[config.mk]
export PLATFORM = sky130hd
export DESIGN_NAME = ps2_host_tx
export DESIGN_NICKNAME = d
export VERILOG_FILES = /design/src/rtl/ps2_host_tx.sv
export SDC_FILE = /design/constraint.sdc
export NUM_CORES = 1
export LEC_CHECK = 0
export ABC_AREA = 1
export CAP_MARGIN = 20
export CORE_MARGIN = 10
export CORE_UTILIZATION = 45
export DETAILED_ROUTE_END_ITERATION = 7
export PLACE_DENSITY = 0.61
export SYNTH_ARGS = -nofsm -noshare
export SYNTH_HDL_FRONTEND = slang
export SYNTH_SLANG_ARGS = --single-unit
[constraint.sdc]
create_clock -name clk -period 3.6 [get_ports clk]
set_clock_uncertainty 0.1 [all_clocks]
set_input_delay 0.36 -clock clk [delete_from_list [all_inputs] [get_ports clk]]
set_output_delay 0.36 -clock clk [all_outputs]
set_load 0.1 [all_outputs]
[src/rtl/ps2_host_tx.sv]
// PS/2 host-to-device transmitter: inhibit, request-to-send, 8 data bits,
// odd parity, stop, ACK sample, with a timeout from SEND entry to ACK.
// Ports:
//   clk, clrn                 clock, asynchronous active-low reset
//   tx_data, tx_valid         command byte and request (accepted in IDLE)
//   tx_ready                  high only in IDLE
//   ps2_clk_in, ps2_data_in   asynchronous pad values
//   ps2_clk_drv_low           1 = pull ps2_clk low
//   ps2_data_drv_low          1 = pull ps2_data low
//   tx_active                 high outside IDLE (gates the receiver)
//   done, err                 one-cycle end pulse; err = timeout or NACK
module ps2_host_tx #(
    parameter int INHIBIT_CYCLES = 20000,
    parameter int SETUP_CYCLES   = 200,
    parameter int TIMEOUT_CYCLES = 3000000
) (
    input  logic       clk,
    input  logic       clrn,
    input  logic [7:0] tx_data,
    input  logic       tx_valid,
    output logic       tx_ready,
    input  logic       ps2_clk_in,
    input  logic       ps2_data_in,
    output logic       ps2_clk_drv_low,
    output logic       ps2_data_drv_low,
    output logic       tx_active,
    output logic       done,
    output logic       err
);

    localparam int IW = (INHIBIT_CYCLES > 1) ? $clog2(INHIBIT_CYCLES) : 1;
    localparam int SW = (SETUP_CYCLES > 1) ? $clog2(SETUP_CYCLES) : 1;
    localparam int TW = (TIMEOUT_CYCLES > 1) ? $clog2(TIMEOUT_CYCLES) : 1;

    localparam logic [IW-1:0] INH_LAST = IW'(INHIBIT_CYCLES - 1);
    localparam logic [SW-1:0] SU_LAST  = SW'(SETUP_CYCLES - 1);
    localparam logic [TW-1:0] TO_LAST  = TW'(TIMEOUT_CYCLES - 1);

    typedef enum logic [2:0] {
        IDLE,
        INHIBIT,
        SETUP,
        SEND,
        ACK,
        WAIT_IDLE
    } state_t;

    state_t        state_q, state_n;
    logic [IW-1:0] inh_q, inh_n;
    logic [SW-1:0] su_q, su_n;
    logic [TW-1:0] to_q, to_n;
    logic [3:0]    bit_q, bit_n;
    logic [7:0]    data_q, data_n;
    logic          par_q, par_n;
    logic          nack_q, nack_n;
    logic          clk_drv_q, clk_drv_n;
    logic          data_drv_q, data_drv_n;
    logic          done_q, done_n;
    logic          err_q, err_n;

    logic clk_s1, clk_s2, clk_prev;
    logic dat_s1, dat_s2;
    logic fall;

    // Synchronisers idle high so reset release never looks like a fall.
    always_ff @(posedge clk or negedge clrn) begin
        if (!clrn) begin
            clk_s1   <= 1'b1;
            clk_s2   <= 1'b1;
            clk_prev <= 1'b1;
            dat_s1   <= 1'b1;
            dat_s2   <= 1'b1;
        end else begin
            clk_s1   <= ps2_clk_in;
            clk_s2   <= clk_s1;
            clk_prev <= clk_s2;
            dat_s1   <= ps2_data_in;
            dat_s2   <= dat_s1;
        end
    end

    assign fall = clk_prev & ~clk_s2;

    always_ff @(posedge clk or negedge clrn) begin
        if (!clrn) begin
            state_q    <= IDLE;
            inh_q      <= '0;
            su_q       <= '0;
            to_q       <= '0;
            bit_q      <= '0;
            data_q     <= '0;
            par_q      <= 1'b0;
            nack_q     <= 1'b0;
            clk_drv_q  <= 1'b0;
            data_drv_q <= 1'b0;
            done_q     <= 1'b0;
            err_q      <= 1'b0;
        end else begin
            state_q    <= state_n;
            inh_q      <= inh_n;
            su_q       <= su_n;
            to_q       <= to_n;
            bit_q      <= bit_n;
            data_q     <= data_n;
            par_q      <= par_n;
            nack_q     <= nack_n;
            clk_drv_q  <= clk_drv_n;
            data_drv_q <= data_drv_n;
            done_q     <= done_n;
            err_q      <= err_n;
        end
    end

    always_comb begin
        state_n    = state_q;
        inh_n      = '0;
        su_n       = '0;
        to_n       = '0;
        bit_n      = '0;
        data_n     = data_q;
        par_n      = par_q;
        nack_n     = nack_q;
        clk_drv_n  = clk_drv_q;
        data_drv_n = data_drv_q;
        done_n     = 1'b0;
        err_n      = 1'b0;

        unique case (state_q)
            IDLE: begin
                clk_drv_n  = 1'b0;
                data_drv_n = 1'b0;
                if (tx_valid) begin
                    data_n    = tx_data;
                    par_n     = ~^tx_data;
                    clk_drv_n = 1'b1;
                    state_n   = INHIBIT;
                end
            end
            INHIBIT: begin
                clk_drv_n = 1'b1;
                if (inh_q == INH_LAST) begin
                    data_drv_n = 1'b1;
                    state_n    = SETUP;
                end else begin
                    inh_n = inh_q + 1'b1;
                end
            end
            SETUP: begin
                if (su_q == SU_LAST) begin
                    // Releasing ps2_clk with data low is the start bit.
                    clk_drv_n  = 1'b0;
                    data_drv_n = 1'b1;
                    state_n    = SEND;
                end else begin
                    su_n = su_q + 1'b1;
                end
            end
            SEND: begin
                bit_n = bit_q;
                if (to_q == TO_LAST) begin
                    clk_drv_n  = 1'b0;
                    data_drv_n = 1'b0;
                    done_n     = 1'b1;
                    err_n      = 1'b1;
                    state_n    = IDLE;
                end else begin
                    to_n = to_q + 1'b1;
                    if (fall) begin
                        bit_n = bit_q + 1'b1;
                        unique case (1'b1)
                            (bit_q < 4'd8):
                                data_drv_n = ~data_q[bit_q[2:0]];
                            (bit_q == 4'd8):
                                data_drv_n = ~par_q;
                            default: begin
                                data_drv_n = 1'b0;
                                state_n    = ACK;
                            end
                        endcase
                    end
                end
            end
            ACK: begin
                if (to_q == TO_LAST) begin
                    clk_drv_n  = 1'b0;
                    data_drv_n = 1'b0;
                    done_n     = 1'b1;
                    err_n      = 1'b1;
                    state_n    = IDLE;
                end else begin
                    to_n = to_q + 1'b1;
                    if (fall) begin
                        nack_n  = dat_s2;
                        state_n = WAIT_IDLE;
                    end
                end
            end
            WAIT_IDLE: begin
                if (clk_s2 && dat_s2) begin
                    done_n  = 1'b1;
                    err_n   = nack_q;
                    state_n = IDLE;
                end
            end
            default: begin
                clk_drv_n  = 1'b0;
                data_drv_n = 1'b0;
                state_n    = IDLE;
            end
        endcase
    end

    assign tx_ready         = (state_q == IDLE);
    assign tx_active        = (state_q != IDLE);
    assign ps2_clk_drv_low  = clk_drv_q;
    assign ps2_data_drv_low = data_drv_q;
    assign done             = done_q;
    assign err              = err_q;

endmodule
Yosys cells after proc, flatten, opt, wreduce, memory -nomap -nowiden
Cells that the tools add are included.
Word-level totals
  word-level logic and storage cells: 97
  memory bits (writable): 0
  bits in registers: 71
  memories: 0
  output and inout bits: 6
  input bits: 13
  latch bits: 0
  bits in read-only memories: 0
Operators by class
  equal/unequal tests: 20
  multipliers: 0
  reductions and logical operators: 12
  multiplexer cells: 36
  divide/modulo/power cells: 0
  bitwise gates (word level): 6
  magnitude comparators: 2
  add/sub/neg operators: 4
  shifts and indexed selects: 0
Operators by type and width (count)
  $mux W22: 2
  $mux W15: 2
  $mux W3: 9
  $add A22 B1 Y22 const B: 1
  $eq A22 B22 Y1 const B: 1
  $pmux W3 S6: 1
  $mux W8: 2
  $add A15 B1 Y15 const B: 1
  $eq A15 B15 Y1 const B: 1
  $ne A2 B2 Y1 const B: 7
  $mux W4: 3
  $mux W1: 11
  $pmux W1 S5: 2
  $ne A3 B3 Y1 const B: 3
  $add A8 B1 Y8 const B: 1
  $eq A8 B8 Y1 const B: 1
  $reduce_xnor A8 Y1: 1
  $reduce_and A7 Y1: 1
  $eq A3 B2 Y1 const B: 2
  $eq A3 B3 Y1 const B: 2
  $pmux W1 S2: 3
  $reduce_and A3 Y1: 2
  $not A1 Y1: 5
  $reduce_and A5 Y1: 1
  13 further kinds: 15

Longest topological paths before layout
Gate-level depths: netlist of run 1.
  depth in word-level cells: 7
  depth in mapped cells: 11

Worst setup path before layout of run 1
OpenSTA, ideal clock, no wires.
  kind: reg-to-reg
  start point: reg state_q[1]
  end point: reg par_q
  setup slack: 903 ps
  required time: 3382 ps
  arrival time: 2479 ps
  period minus slack after synthesis: 2697 ps
  stages on the path, launching flop included: 8
  cells stage by stage: dfrtp_1 -> nor2_1 -> nand2_1 -> inv_1 -> nand2_1 -> clkbuf_1 -> nand2_1 -> nand2_1
Between the ends
  word-level cells in the longest chain between the ends: 2
Ends and longest elaborated chain
  from (decl): line 48  | state_t state_q, state_n;
  from (signal assigned): line 99  | state_q <= state_n;
  $logic_not A3 Y1
  net tx_ready: line 21  | output logic tx_ready,
  $reduce_and A2 Y1 (no line)
  to (signal assigned): line 105  | par_q <= par_n;
  to (decl): line 54  | logic par_q, par_n;
The timed path passes the listed nets, and every way through them passes these cells.
A chain may end at the register's enable or synchronous reset.

Worst setup path in the final report of run 1
  start point: reg state_q[1]
  end point: out tx_ready
Between the ends
  word-level cells in the longest chain between the ends: 1
Ends and longest elaborated chain
  $logic_not A3 Y1: line 213  | assign tx_ready = (state_q == IDLE);
  to (decl): line 21
Every way passes these cells.

==> results of run 1 <==
==> cell type report <==
cell class              count  area, um2
clock buffers              12      145.1
repair buffers             19      182.7
inverters                  59      221.5
well taps                 105      131.4
clock inverters             4      22.52
flip-flops and latches     71       1783
multi-input cells         346       1752
fillers                   804       3979
==> cells by family (layout without fill, tap and decap cells) <==
| logic type | after synthesis | count (layout) | share of synthesized area [%] |
|---|---|---|---|
| AOI/OAI and AO/OA | 36 | 36 | 4.964 |
| buffers and inverters | 63 | 94 | 6.519 |
| xor gates and xnor gates | 19 | 19 | 4.401 |
| and+or+nand+nor | 286 | 286 | 35.31 |
| DFF | 71 | 71 | 47.15 |
| adders and majority gates | 5 | 5 | 1.655 |
==> worst max-delay path by stage <==
stage                     cells past startpoint        to  slack (ns)  startpoint
after floorplan                               7     par_q        0.90  state_q[1]
after global placement                        4  tx_ready        1.30  state_q[2]
after detailed placement                      4  tx_ready        1.24  state_q[1]
after CTS                                     4  tx_ready        0.86  state_q[1]
after global routing                          4  tx_ready        0.78  state_q[1]
final                                         4  tx_ready        0.88  state_q[1]
==> metrics by stage <==
step           worst slack [ns]  instance area (um2)
6_report                 0.8778                 4238
5_1_grt                  0.7808                 4238
4_1_cts                  0.8629                 4238
3_5_place_dp              1.241                 4070
3_3_place_gp              1.303                 4070
2_1_floorplan            0.9028                 3781
==> state kept, by name, indices dropped and copies added, names as in the netlist, 3 cells and up <==
signal and cells:
to_q 22, data_q 8, inh_q 15, bit_q 4, state_q 3, su_q 8
==> placed cells by master, fill, tap and decap left out, types with 2 or more instances in the layout <==
master and instances:
xor2_1 11, nand2_1 116, dfrtp_1 66, nor2_1 67, clkbuf_1 2, o21ai_1 4, nand2_2 10, inv_1 51
dfstp_2 5, and3_1 3, nor3_1 16, o21ai_0 11, ha_1 5, nor2_2 8, nand3_1 38, a21oi_1 17
nor3b_1 4, nor2_4 2, inv_2 6, xnor2_1 8, clkbuf_8 10, clkinv_1 2, clkdlybuf4s50_1 17, nand4_1 14
clkinv_2 3, nand3_2 2
==> per-layer routing <==
metal	vias to the layer above	share of wire, %	track usage (%)
met1	1475	47	15.83
met2	40	49	21.41
met3	4	3.0	3.221
met4	0	0.69	3.513
met5	-	0	0
li1	1590	-	-
==> power by group through the flow <==
stage	Clock (mW)	Sequential [mW]	Combinational (mW)
after floorplan	0	1.06	0.574
after global placement	0	0.991	0.846
after detailed placement	0	0.994	0.856
after CTS	0.583	0.979	0.859
after global routing	0.613	0.996	0.955
final	0.562	0.981	0.850
==> flow_metrics.env, run 1 <==
export IMPL_outcome="completed"
export IMPL_setup_viol=0
export IMPL_power_share_clock_pct=23.5
export IMPL_num_vias=3109
export IMPL_slew_headroom_pct=34.13
export IMPL_max_slew_worst_pin_slew_ns=0.9850
export IMPL_cts_buffer_depth=2
export IMPL_numPlacedInstances=600
export IMPL_synthCells=480
export IMPL_combPwrFrac_pct=35.5
export IMPL_cts_buffers=9
export IMPL_synth_top_area_share_pct=43.68
export IMPL_crit_fanout=4
export IMPL_switching_share_pct=41.36
export IMPL_die_h_um=111.7
export IMPL_grt_use_total_pct=12.76
export IMPL_syn_area_um2=3781
export IMPL_power_density_nw_per_um2=564.7
export IMPL_viasPerCell=5.047
export IMPL_startpoint_type="register"
export IMPL_p_switching_uw=989.8
export IMPL_area_delta_synth_final_pct=12.08
export IMPL_gp_congestion=0.8538
export IMPL_postCtsSetupRepairBufs=0
export IMPL_layout_drive_gt1_share_pct=10.76
export IMPL_fin_crit_ns=2.722
export IMPL_cts_tree="yes"
export IMPL_final_hold_viol_count=0
export IMPL_crit_buf_inv=2
export IMPL_clock_sinks=71
export IMPL_overflow=0
export IMPL_fin_cells=616
export IMPL_hold_ws_ns=0.1150
export IMPL_endpoint_kind="output pin"
export IMPL_syn_area_per_cell_um2=7.877
export IMPL_p_int_mw=1.403
export IMPL_antenna_left=0
export IMPL_ctsResizeCount=0
export IMPL_arrival_ns=2.26
export IMPL_fin_total_pwr_mw=2.393
export IMPL_htree_levels=3
export IMPL_die_area_um2=12470
export IMPL_grt_pass1_vias=3082
export IMPL_pin_count=19
export IMPL_synth_area_top_cells="dfrtp_1, nand2_1, nor2_1"
export IMPL_dpl_hpwl_um=5642
export IMPL_final_max_slew_viol_count=0
export IMPL_ctsHoldBuffers=0
export IMPL_rsz0062_at_grt="no"
export IMPL_ys_warn_count=0
export IMPL_timing_final_crit_share_pct=75.62
export IMPL_critical_path_class="reg2out"
export IMPL_slowest_stage="clkdlybuf4s50_1"
export IMPL_wire_per_inst_um=12.42
export IMPL_crit_reg2reg_launch="to_q[0]"
export IMPL_hold_class="in2async"
export IMPL_drcViolationCount=0
export IMPL_ff2ff_path_depth=8
export IMPL_syn_num_nets=498
export IMPL_seq_area_frac_synth_pct=47.15
export IMPL_p_leak_nw=1.933
export IMPL_nets=524
export IMPL_chipWidth_um=111.7
export IMPL_placementRows=33
export IMPL_fmax_ghz=0.3673
export IMPL_clk_latency_ns=0.34
export IMPL_fin_setup_tns_ns=0
export IMPL_firstDrtPassIters=4
export IMPL_r2r_slack_ns=1.55
export IMPL_synth_edf_count=0
export IMPL_synth_ff_type="dfrtp_1"
export IMPL_grt_pass1_wl_um=13810
export IMPL_grt_max_degree=72
export IMPL_synthArstFlopShare_pct=100.0
export IMPL_yosysMostFrequentCell="nand2_1"
export IMPL_wirelength_um=7652
export IMPL_port_buffers=18
export IMPL_drv_cap=0
export IMPL_synth_top_cell_by_area="dfrtp_1"
export IMPL_antenna_found_initial=0
export IMPL_synth_common_cells="nand2_1, nor2_1, dfrtp_1"
export IMPL_r2r_end="to_q[4]"
export IMPL_ys_seq_elements=71
export IMPL_fin_util_pct=51.58
export IMPL_clk_root_buffer_cell="clkbuf_8"
export IMPL_pwr_share_seq_pct=41.0
export IMPL_critical_path_top_delay_family="buffers and inverters"
export IMPL_worstPathCellList="nor2_1 -> nand2_1 -> inv_1 -> clkdlybuf4s50_1"
export IMPL_cpPeakStageDelay_ns=1.14
export IMPL_drt_iter0_markers=127
export IMPL_clk_transition_reported_paths_ns=0.08
export IMPL_core_um2=8217
export IMPL_ir_worst_vdd_mv=0.2797
export IMPL_antenna_cells=0
export IMPL_cp_required_ns=3.14
export IMPL_yosysUniqueCellTypes=35
export IMPL_start_util_pct=46.02
Note: power is estimated with default switching activity, not from simulation.
==> inputs of run 2 (changes only) <==
==> constraint.sdc (replaced) <==
create_clock -name clk -period 2.85 [get_ports clk]
set_clock_uncertainty 0.1 [all_clocks]
set_input_delay 0.285 -clock clk [delete_from_list [all_inputs] [get_ports clk]]
set_output_delay 0.285 -clock clk [all_outputs]
set_load 0.1 [all_outputs]
==> run 2 against run 1 <==
Compared with the run above: utilization grew 0.35 points; flip-flop and latch count unchanged; highest routed layer unchanged; largest cell class unchanged; sequential power grew 26%; combinational power rose by 24%; total power is 29% higher; register-to-register slack worse by 0.69 ns; sequential share of layout area decreased by 0.28 points; clock power increased by 38%; largest power group unchanged.
==> flow_metrics.env, run 2 (synthesis gave the netlist of run 1 again) <==
export IMPL_num_vias=3029
export IMPL_drv_cap=0
export IMPL_cp_required_ns=2.97
export IMPL_wirelength_um=7613
export IMPL_grt_max_degree=43
export IMPL_core_um2=8217
export IMPL_outcome="completed"
export IMPL_clock_sinks=71
export IMPL_drcViolationCount=0
export IMPL_placementRows=33
export IMPL_worstPathCellList="ha_1 -> nand3_1 -> nor3_1 -> nand3_1 -> nand2_2 -> inv_2 -> o21ai_0 -> a21oi_1"
export IMPL_grt_pass1_vias=2917
export IMPL_grt_pass1_wl_um=13150
export IMPL_htree_levels=3
export IMPL_start_util_pct=46.02
export IMPL_arrival_ns=2.11
export IMPL_layout_drive_gt1_share_pct=12.11
export IMPL_viasPerCell=4.909
export IMPL_startpoint_type="register"
export IMPL_postCtsSetupRepairBufs=0
export IMPL_fin_area_um2=4267
export IMPL_grt_use_total_pct=12.35
export IMPL_timing_final_crit_share_pct=69.89
export IMPL_slew_headroom_pct=54.17
export IMPL_dpl_hpwl_um=5737
export IMPL_fillCellCount=790
export IMPL_die_area_um2=12470
export IMPL_fin_total_pwr_mw=3.075
export IMPL_antenna_found_initial=0
export IMPL_crit_fanout=18
export IMPL_p_switching_mw=1.246
export IMPL_setup_viol=0
export IMPL_pre_cts_ws_ns=0.8648
export IMPL_final_max_slew_viol_count=0
export IMPL_power_density_nw_per_um2=720.8
export IMPL_cts_buffers=9
export IMPL_top_regs="to_q: 22 flops, inh_q: 15 flops"
export IMPL_crit_buf_inv=1
export IMPL_ir_worst_vdd_mv=0.4047
export IMPL_fmax_ghz=0.5020
export IMPL_largest_reg_flops=22
export IMPL_clk_latency_ns=0.34
export IMPL_ctsHoldBuffers=1
export IMPL_pin_count=19
export IMPL_largest_register="to_q"
export IMPL_slowest_stage="dfrtp_1"
export IMPL_gp_congestion=0.8606
export IMPL_p_int_mw=1.829
export IMPL_fin_crit_ns=1.992
export IMPL_chipWidth_um=111.7
export IMPL_clk_root_buffer_cell="clkbuf_8"
export IMPL_cpPeakStageDelay_ns=0.38
export IMPL_wire_per_inst_um=12.34
export IMPL_overflow=0
export IMPL_firstDrtPassIters=4
export IMPL_nets=525
export IMPL_cts_tree="yes"
export IMPL_port_buffers=18
export IMPL_clk_transition_reported_paths_ns=0.08
export IMPL_die_h_um=111.7
export IMPL_place_area_um2=4068
export IMPL_layout_commonest_cell="nand2_1"
export IMPL_setup_slack_ns=0.8581
export IMPL_rsz0062_at_grt="no"
export IMPL_final_cell_mix="nand2_1, nor2_1, dfrtp_1"
export IMPL_cts_buffer_depth=2
export IMPL_endpoint_kind="register"
export IMPL_cpMostUsedCell="nand3_1"
export IMPL_drt_iter0_markers=143
export IMPL_hold_class="in2reg"
export IMPL_antenna_cells=0
export IMPL_ctsResizeCount=0
export IMPL_pwr_share_seq_pct=40.4
export IMPL_fin_setup_tns_ns=0
export IMPL_combPwrFrac_pct=34.3
export IMPL_max_slew_worst_pin_slew_ns=0.6875
export IMPL_switching_share_pct=40.53
export IMPL_power_share_clock_pct=25.3
export IMPL_area_delta_synth_final_pct=12.84
export IMPL_critical_path_top_delay_family="simple AND/OR/NAND/NOR gates"
export IMPL_hold_ws_ns=0.2390
export IMPL_antenna_left=0
export IMPL_p_leak_nw=1.960
export IMPL_critical_path_class="reg2reg"
export IMPL_final_hold_viol_count=0
run 2: cell count changes in the layout (fill, tap and decap cells not counted), sizes merged:
cell / change
clkbuf: -2
dlygate4sd3: +1
bufinv: +1
clkdlybuf4s50: -6
buf: +6
clkinv: +1
run 2: cell type report:
cell class              instances  area, um2  share of cell area [%]
clock buffers                  10      127.6                   2.991
clock inverters                 6      61.31                   1.437
inverters                      59      221.5                   5.191
multi-input cells             346       1752                   41.06
flip-flops and latches         71       1783                   41.79
well taps                     105      131.4                   3.079
repair buffers                 20      190.2                   4.457
run 2: power by group through the flow:
stage / Clock (mW) / Combinational, mW / Sequential (mW)
after detailed placement: 0 / 1.06 / 1.26
after global routing: 0.859 / 1.17 / 1.26
after global placement: 0 / 1.05 / 1.26
after CTS: 0.803 / 1.07 / 1.24
after floorplan: 0 / 0.725 / 1.34
final: 0.778 / 1.05 / 1.24
run 2: stage by stage:
stage,std cells,util [%]
4_1_cts,617,51.93
3_3_place_gp,600,49.51
3_5_place_dp,600,49.51
6_report,617,51.93
5_1_grt,617,51.93
2_1_floorplan,480,-
run 2: worst paths after layout:
path	startpoint	endpoint	slack, ns	cells past startpoint
setup / recovery	to_q[0]	to_q[4]	0.86	8
hold / removal	ps2_data_in	dat_s1	0.24	1
setup reg to reg	to_q[0]	to_q[4]	0.86	8
hold reg to reg	clk_s1	clk_s2	0.26	0
max in group asynchronous	clrn	inh_q[7]	1.57	3
min in group asynchronous	clrn	to_q[10]	0.42	2
run 2: per-layer routing:
layer | GRT usage, % | vias to the layer above | wire length [um]
met5 | 0 | - | 0
met4 | 4.456 | 0 | 114
met3 | 3.435 | 11 | 245
met2 | 19.58 | 46 | 3485
met1 | 15.71 | 1390 | 3767
li1 | - | 1582 | -
